`src/rtl/softmax_row_streamer_pkg.sv`:
```
// Shared constants and types for the softmax row readback stage.
// Optional row-sum check: SOFTMAX_STREAM_SUM_CHECK_EN.
package softmax_pkg;

    localparam int N       = 32;
    localparam int DATA_W  = 16;
    localparam int ADDR_W  = $clog2(N);
    localparam int SUM_W   = DATA_W + $clog2(N);
    localparam int SUM_TOL = 64;

    typedef logic [DATA_W-1:0] row_elem_t;

    typedef enum logic [1:0] {
        IDLE,
        READ,
        DRAIN,
        DONE
    } stream_state_t;

endpackage

```
`src/rtl/softmax_row_streamer_if.sv`:
```
// Valid/ready output stream with last-beat marker.
interface softmax_row_streamer_if;
    import softmax_pkg::*;

    row_elem_t tdata;
    logic      tvalid;
    logic      tready;
    logic      tlast;

    modport master (
        output tdata,
        output tvalid,
        output tlast,
        input  tready
    );

    modport slave (
        input  tdata,
        input  tvalid,
        input  tlast,
        output tready
    );

endinterface

```
`src/rtl/softmax_row_streamer_skid_fifo.sv`:
```
// Two-entry skid buffer; head is held stable until popped.
module stream_skid_fifo
    import softmax_pkg::*;
(
    input  logic       i_clk,
    input  logic       i_rst_n,
    input  logic       push,
    input  row_elem_t  push_data,
    input  logic       pop,
    output row_elem_t  head,
    output logic [1:0] occ
);

    row_elem_t tail;

    always_ff @(posedge i_clk or negedge i_rst_n) begin
        if (!i_rst_n) begin
            head <= '0;
            tail <= '0;
            occ  <= 2'd0;
        end else begin
            unique case (occ)
                2'd0: begin
                    if (push) begin
                        head <= push_data;
                        occ  <= 2'd1;
                    end
                end
                2'd1: begin
                    if (push && pop) begin
                        head <= push_data;
                    end else if (push) begin
                        tail <= push_data;
                        occ  <= 2'd2;
                    end else if (pop) begin
                        occ  <= 2'd0;
                    end
                end
                2'd2: begin
                    // credit rule keeps push off while full
                    if (pop) begin
                        head <= tail;
                        occ  <= 2'd1;
                    end
                end
                default: occ <= 2'd0;
            endcase
        end
    end

endmodule

```
`src/rtl/softmax_row_streamer.sv`:
```
// Reads a finished softmax row from BRAM port B and streams it out.
// Optional row-sum check: SOFTMAX_STREAM_SUM_CHECK_EN.
module softmax_row_streamer
    import softmax_pkg::*;
(
    input  logic                    i_clk,
    input  logic                    i_rst_n,
    input  logic                    i_start,
    output logic                    o_busy,
    output logic                    o_rd_en,
    output logic [ADDR_W-1:0]       o_rd_addr,
    input  row_elem_t               i_rd_data,
    softmax_row_streamer_if.master  m_axis,
    output logic                    o_done,
    output logic                    o_sum_err
);

    localparam logic [ADDR_W-1:0] LAST = ADDR_W'(N - 1);

    stream_state_t     state;
    logic [ADDR_W-1:0] rd_idx;
    logic [ADDR_W-1:0] out_idx;
    logic              inflight;
    logic [1:0]        occ;
    logic              pop;
    logic [2:0]        credit;
    row_elem_t         head;

    assign pop    = m_axis.tvalid && m_axis.tready;
    // slots already claimed once this cycle's pop leaves
    assign credit = {1'b0, occ} + {2'b0, inflight} - {2'b0, pop};

    assign o_rd_en   = (state == READ) && (credit < 3'd2);
    assign o_rd_addr = rd_idx;
    assign o_busy    = (state != IDLE);
    assign o_done    = (state == DONE);

    assign m_axis.tvalid = (occ != 2'd0);
    assign m_axis.tdata  = head;
    assign m_axis.tlast  = m_axis.tvalid && (out_idx == LAST);

    stream_skid_fifo u_fifo (
        .i_clk     (i_clk),
        .i_rst_n   (i_rst_n),
        .push      (inflight),
        .push_data (i_rd_data),
        .pop       (pop),
        .head      (head),
        .occ       (occ)
    );

    always_ff @(posedge i_clk or negedge i_rst_n) begin
        if (!i_rst_n) begin
            state    <= IDLE;
            rd_idx   <= '0;
            out_idx  <= '0;
            inflight <= 1'b0;
        end else begin
            inflight <= o_rd_en;
            if (pop && out_idx != LAST) begin
                out_idx <= out_idx + 1'b1;
            end
            unique case (state)
                IDLE: begin
                    if (i_start) begin
                        state   <= READ;
                        rd_idx  <= '0;
                        out_idx <= '0;
                    end
                end
                READ: begin
                    if (o_rd_en) begin
                        if (rd_idx == LAST) begin
                            state <= DRAIN;
                        end else begin
                            rd_idx <= rd_idx + 1'b1;
                        end
                    end
                end
                DRAIN: begin
                    if (pop && out_idx == LAST) begin
                        state <= DONE;
                    end
                end
                DONE: state <= IDLE;
            endcase
        end
    end

`ifdef SOFTMAX_STREAM_SUM_CHECK_EN
    localparam logic [SUM_W-1:0] ONE = SUM_W'(2 ** DATA_W);
    localparam logic [SUM_W-1:0] TOL = SUM_W'(SUM_TOL);

    logic [SUM_W-1:0] acc;
    logic [SUM_W-1:0] dev;

    assign dev = (acc >= ONE) ? (acc - ONE) : (ONE - acc);

    always_ff @(posedge i_clk or negedge i_rst_n) begin
        if (!i_rst_n) begin
            acc       <= '0;
            o_sum_err <= 1'b0;
        end else if (state == IDLE && i_start) begin
            acc       <= '0;
            o_sum_err <= 1'b0;
        end else begin
            if (pop) begin
                acc <= acc + SUM_W'(head);
            end
            if (state == DONE) begin
                o_sum_err <= (dev > TOL);
            end
        end
    end
`else
    assign o_sum_err = 1'b0;
`endif

endmodule
```
`src/flat_wrapper.sv`:
```
// flat-port wrapper written by rule: the top's interface ports become plain ports
module softmax_row_streamer_flat import softmax_pkg::*;
  (i_clk, i_rst_n, i_start, o_busy, o_rd_en, o_rd_addr, i_rd_data, o_done, o_sum_err, m_axis_tdata, m_axis_tvalid, m_axis_tlast, m_axis_tready);
  softmax_row_streamer_if m_axis_i ();
  input  logic i_clk;
  input  logic i_rst_n;
  input  logic i_start;
  output logic o_busy;
  output logic o_rd_en;
  output logic [ADDR_W-1:0] o_rd_addr;
  input  row_elem_t i_rd_data;
  output logic o_done;
  output logic o_sum_err;
  output wire logic [$bits(m_axis_i.tdata)-1:0] m_axis_tdata;
  output wire logic [$bits(m_axis_i.tvalid)-1:0] m_axis_tvalid;
  output wire logic [$bits(m_axis_i.tlast)-1:0] m_axis_tlast;
  input wire logic [$bits(m_axis_i.tready)-1:0] m_axis_tready;
  assign m_axis_tdata = m_axis_i.tdata;
  assign m_axis_tvalid = m_axis_i.tvalid;
  assign m_axis_tlast = m_axis_i.tlast;
  assign m_axis_i.tready = m_axis_tready;
  softmax_row_streamer u_core (.i_clk(i_clk), .i_rst_n(i_rst_n), .i_start(i_start), .o_busy(o_busy), .o_rd_en(o_rd_en), .o_rd_addr(o_rd_addr), .i_rd_data(i_rd_data), .m_axis(m_axis_i), .o_done(o_done), .o_sum_err(o_sum_err));
endmodule
```
`config.mk`:
```
export PLATFORM = sky130hd
export DESIGN_NAME = softmax_row_streamer_flat
export DESIGN_NICKNAME = d
export VERILOG_FILES = /design/src/rtl/softmax_row_streamer_pkg.sv /design/src/rtl/softmax_row_streamer_if.sv /design/src/rtl/softmax_row_streamer_skid_fifo.sv /design/src/rtl/softmax_row_streamer.sv /design/src/flat_wrapper.sv
export SDC_FILE = /design/constraint.sdc
export NUM_CORES = 1
export LEC_CHECK = 0
export ABC_AREA = 1
export CORE_AREA = 2 2 86 68
export DETAILED_ROUTE_END_ITERATION = 7
export DIE_AREA = 0 0 88 70
export GPL_ROUTABILITY_DRIVEN = 0
export PLACE_DENSITY_LB_ADDON = 0.12
export RECOVER_POWER = 100
export SLEW_MARGIN = 0
export SYNTH_ARGS = -nofsm -noshare
export SYNTH_HDL_FRONTEND = slang
export SYNTH_SLANG_ARGS = --single-unit
export TNS_END_PERCENT = 20
```
`constraint.sdc`:
```
create_clock -name i_clk -period 1.8 [get_ports i_clk]
set_input_delay 0.18 -clock i_clk [delete_from_list [all_inputs] [get_ports i_clk]]
set_output_delay 0.18 -clock i_clk [all_outputs]
set_load 0.1 [all_outputs]
```
==> out/summary.md, run 1 <==
After clock tree synthesis, the clock-pin slew on the worst setup and hold paths is 80 ps. After synthesis, the share of flip-flops with an asynchronous set or reset is 100%. Of all nets on the critical path, the largest fanout is 2.

Setup repair after global routing could not meet its margin everywhere. Entering global routing, the biggest net connects 48 pins. The die extent in x came out at 88 µm. The die covers 6160 µm². The number of clock buffers added by TritonCTS is 5. For this run, the register share of the synthesized area comes to 48.5%. In this run the cell area of the synthesized design comes to 2430 µm².

The run gives 0 as the number of max-slew violations in the final report. After detailed routing, the average wire length per cell comes to 10.8 µm. After technology mapping, the gate count stands at 281. The per-instance average area after synthesis is 8.64 µm². Primary flip-flop cell chosen by synthesis mapping: dfrtp_1. First-pass GRT wire length: 8050 µm.

The routed design has 4520 µm of wire. The post-route netlist has 27.6% of its cells at a drive strength greater than 1. The logs give 2040 ps for the data arrival at the endpoint of the critical path and 44.7% for the initial core utilization. TritonCTS built the clock tree. The floorplan row count is 24. Clock insertion delay at the later pin of the skew report: 290 ps. Total of buffers placed on input and output ports: 45. Type of element launching the critical path: a flip-flop. The tools report the post-route non-filler standard cell count as 418. The repair_antennas step left the layout with diodes totalling 0. The number of DRC markers in iteration 0 was 100. Sorting the synthesized cells by area gives the leading types as dfrtp_1 (48%), nand2_1 (11%), o21ai_2 (6.5%), inv_1 (4.8%), o21ai_0 (4.3%).

Derived from the worst setup path, the maximum achievable clock frequency is 451 MHz. For the worst setup path, the data required time is 1620 ps. The checks that failed: negative setup slack. In this run the number of H-tree levels came out at 2. Final core utilization: 57.2%.

The run gives 0 as the number of antenna violations at the first check in global routing. For the pin with the worst max-slew slack, the measured transition is 1150 ps. The total global routing track utilization was 16.3%. The tools report the first-pass iteration count of the detailed router as 4. For this block, the via count after detailed routing is 1927. The clock net in this run drives a total of 47 sinks. Compared with the post-synthesis result, the final layout area differs by 28.1%. The number of global-route vias before repair is 1842, and the portion of the clock cycle consumed by the worst path in the final layout is 123%.

The synthesized netlist contains 26 unique library cells. After routing the design area is 3110 µm². The net count of the finished layout is 368. For this run, design rule violations remaining after detail routing come to 0. The final critical-path setup slack came out at -416 ps. The root buffer cell was clkbuf_8. The synthesized design devotes to its leading area cell type 48.5% of total area. Classification of the worst setup path: reg -> out.

The run gives 516 as the number of fill cells. Number of endpoints failing setup at the final stage: 9. Once placement finished, the instance area stood at 3010 µm². In this run the remaining antenna-violating nets after routing total 0. The run gives 2 as the buffer depth of the longest clock path. The tightest slew margin relative to the limit is 23.3%. The number of placed instances, taps included is 405, and the post-layout minimum cycle time is 2220 ps.

STA classifies the critical path endpoint as an output port. The average via count per standard cell is 4.61, and the height of the chip is 70 µm. The min-delay analysis places its worst path in the category in -> reg. In this run, synthesis produced a sequential element count of 47. The logs give 8.97 ps for the final worst clock skew and 47 for the boundary pin count. Counting flops with a built-in enable in the synthesized netlist gives 0.

The number of hold-slack violations in the final timing report was 0; the count of warnings emitted by yosys was 0. The met1 layer wirelength in the final routing was 2150 µm. The HPWL after detailed placement is 3200 µm. The number of max-cap violations came out at 0.

The run finished, with violations left. The core region is 5440 µm². Amount of wire on met3 after detailed routing: 209 µm. dfrtp_1 takes more of the synthesized area than any other cell. The total grt overflow was 0.

The highest signal layer in the routed design was met4. The net count after synthesis was 310. Wire segments on met2 add up to 2120 µm in the final route.
==> state kept, by name, summed over array words and instances, names as in the netlist <==
| signal | cells |
|---|---|
| u_core.inflight | 1 |
| u_core.o_rd_addr | 5 |
| u_core.u_fifo.head | 16 |
| u_core.state | 2 |
| u_core.u_fifo.tail | 16 |
| u_core.u_fifo.occ | 2 |
| u_core.out_idx | 5 |
==> cells in the mapped netlist (3+ instances only) <==
library cell  number
or2_2              3
o21ai_1           12
dfrtp_1           47
nand2_1           73
inv_2              4
xor2_1             4
buf_2              5
a21oi_1            7
inv_1             31
o21ai_2           18
nand3_1            9
nor2_1            18
ha_1               8
o21ai_0           21
nand2_2            4
nand4_1            3
==> stage by stage <==
step           hold slack, ps  setup WS (ps)  setup TNS [ps]
3_3_place_gp              314           -427           -3160
6_report                  454           -416           -1480
5_1_grt                   452           -526           -3880
3_5_place_dp              315           -452           -3510
2_1_floorplan            -116           -729           -5400
4_1_cts                   440           -475           -1660
==> layer usage <==
metal | up-vias | GRT usage [%]
li1 | 1000 | -
met1 | 879 | 22.9
met2 | 44 | 25.4
met3 | 4 | 3.78
met4 | 0 | 3.93
met5 | - | 0
==> what timing repair did <==
item / CTS / global route
gates cloned: 0 / 0
resized for setup: 6 / 5
buffers inserted: 2 / 3
pin swaps: 5 / 5
hold endpoints to repair: 26 / 0
hold buffers: 1 / 0
endpoints found under the setup margin: 10 / 10
==> cells in the final DEF, fill, tap and decap left out, types with 5 or more instances in the layout <==
cell,Yosys,routed
inv_1,31,30
buf_4,2,11
o21ai_1,12,13
inv_2,4,5
ha_1,8,8
o21ai_0,21,21
clkdlybuf4s50_1,0,18
o21ai_2,18,17
clkbuf_8,0,6
nand2_1,73,72
nor2_1,18,16
dfrtp_1,47,47
a21oi_1,7,7
clkbuf_2,0,24
nand3_1,9,6
==> final timing paths <==
kind / from / end / slack [ps] / depth (start not counted)
max in group asynchronous: i_rst_n / u_core.u_fifo.head[4]$_DFFE_PN0P_ / 370 / 3
setup reg to reg: u_core.u_fifo.occ[1]$_DFFE_PN0P_ / u_core.o_rd_addr[3]$_DFFE_PN0P_ / -160 / 13
hold reg to reg: u_core.u_fifo.head[5]$_DFFE_PN0P_ / u_core.u_fifo.head[5]$_DFFE_PN0P_ / 490 / 2
min in group asynchronous: i_rst_n / u_core.o_rd_addr[0]$_DFFE_PN0P_ / 720 / 3
setup / recovery: u_core.u_fifo.occ[1]$_DFFE_PN0P_ / o_rd_en / -420 / 10
hold / removal: i_rd_data[6] / u_core.u_fifo.tail[6]$_DFFE_PN0P_ / 450 / 3
==> critical path, stage by stage (launching register included) <==
cell	delay, ps
dfrtp_1	360
inv_2	70
nand2_8	70
nand2_4	50
xor2_2	150
nor2_2	130
fa_2	440
inv_2	70
nand3_4	70
nor2_4	150
buf_12	180
==> logic make-up (layout without fill, tap and decap cells) <==
| logic type | Yosys count | in the layout | synth area share [%] |
|---|---|---|---|
| AO/OA/AOI/OAI | 59 | 59 | 15.4 |
| XOR/XNOR | 4 | 4 | 1.44 |
| adder cells (fa/ha/maj) | 9 | 9 | 4.95 |
| AND/OR/NAND/NOR | 116 | 116 | 21.0 |
| flip-flops | 47 | 47 | 48.5 |
| buffers and inverters | 45 | 104 | 8.61 |
| other | 1 | 1 | 0.154 |
==> cell type report <==
type / instances / area, µm² / area share [%]
sequential: 47 / 1180 / 37.8
tap: 78 / 97.6 / 3.14
clock inverter: 2 / 35.0 / 1.13
timing repair buffer: 61 / 482 / 15.5
multi-input combinational: 189 / 1100 / 35.5
clock buffer: 6 / 82.6 / 2.66
inverter: 35 / 131 / 4.23
Power of run 1 is left out: the tool's default activity adds up to more than one toggle a clock period on the data nets, which glitch-free logic cannot reach.
==> inputs of run 2 (changes only) <==
- CTS_CLUSTER_DIAMETER: default -> 80
==> results of run 2 <==
The final DEF is identical to that of run 1; final timing and power are the same.
Power of run 2 is left out for the same reason.
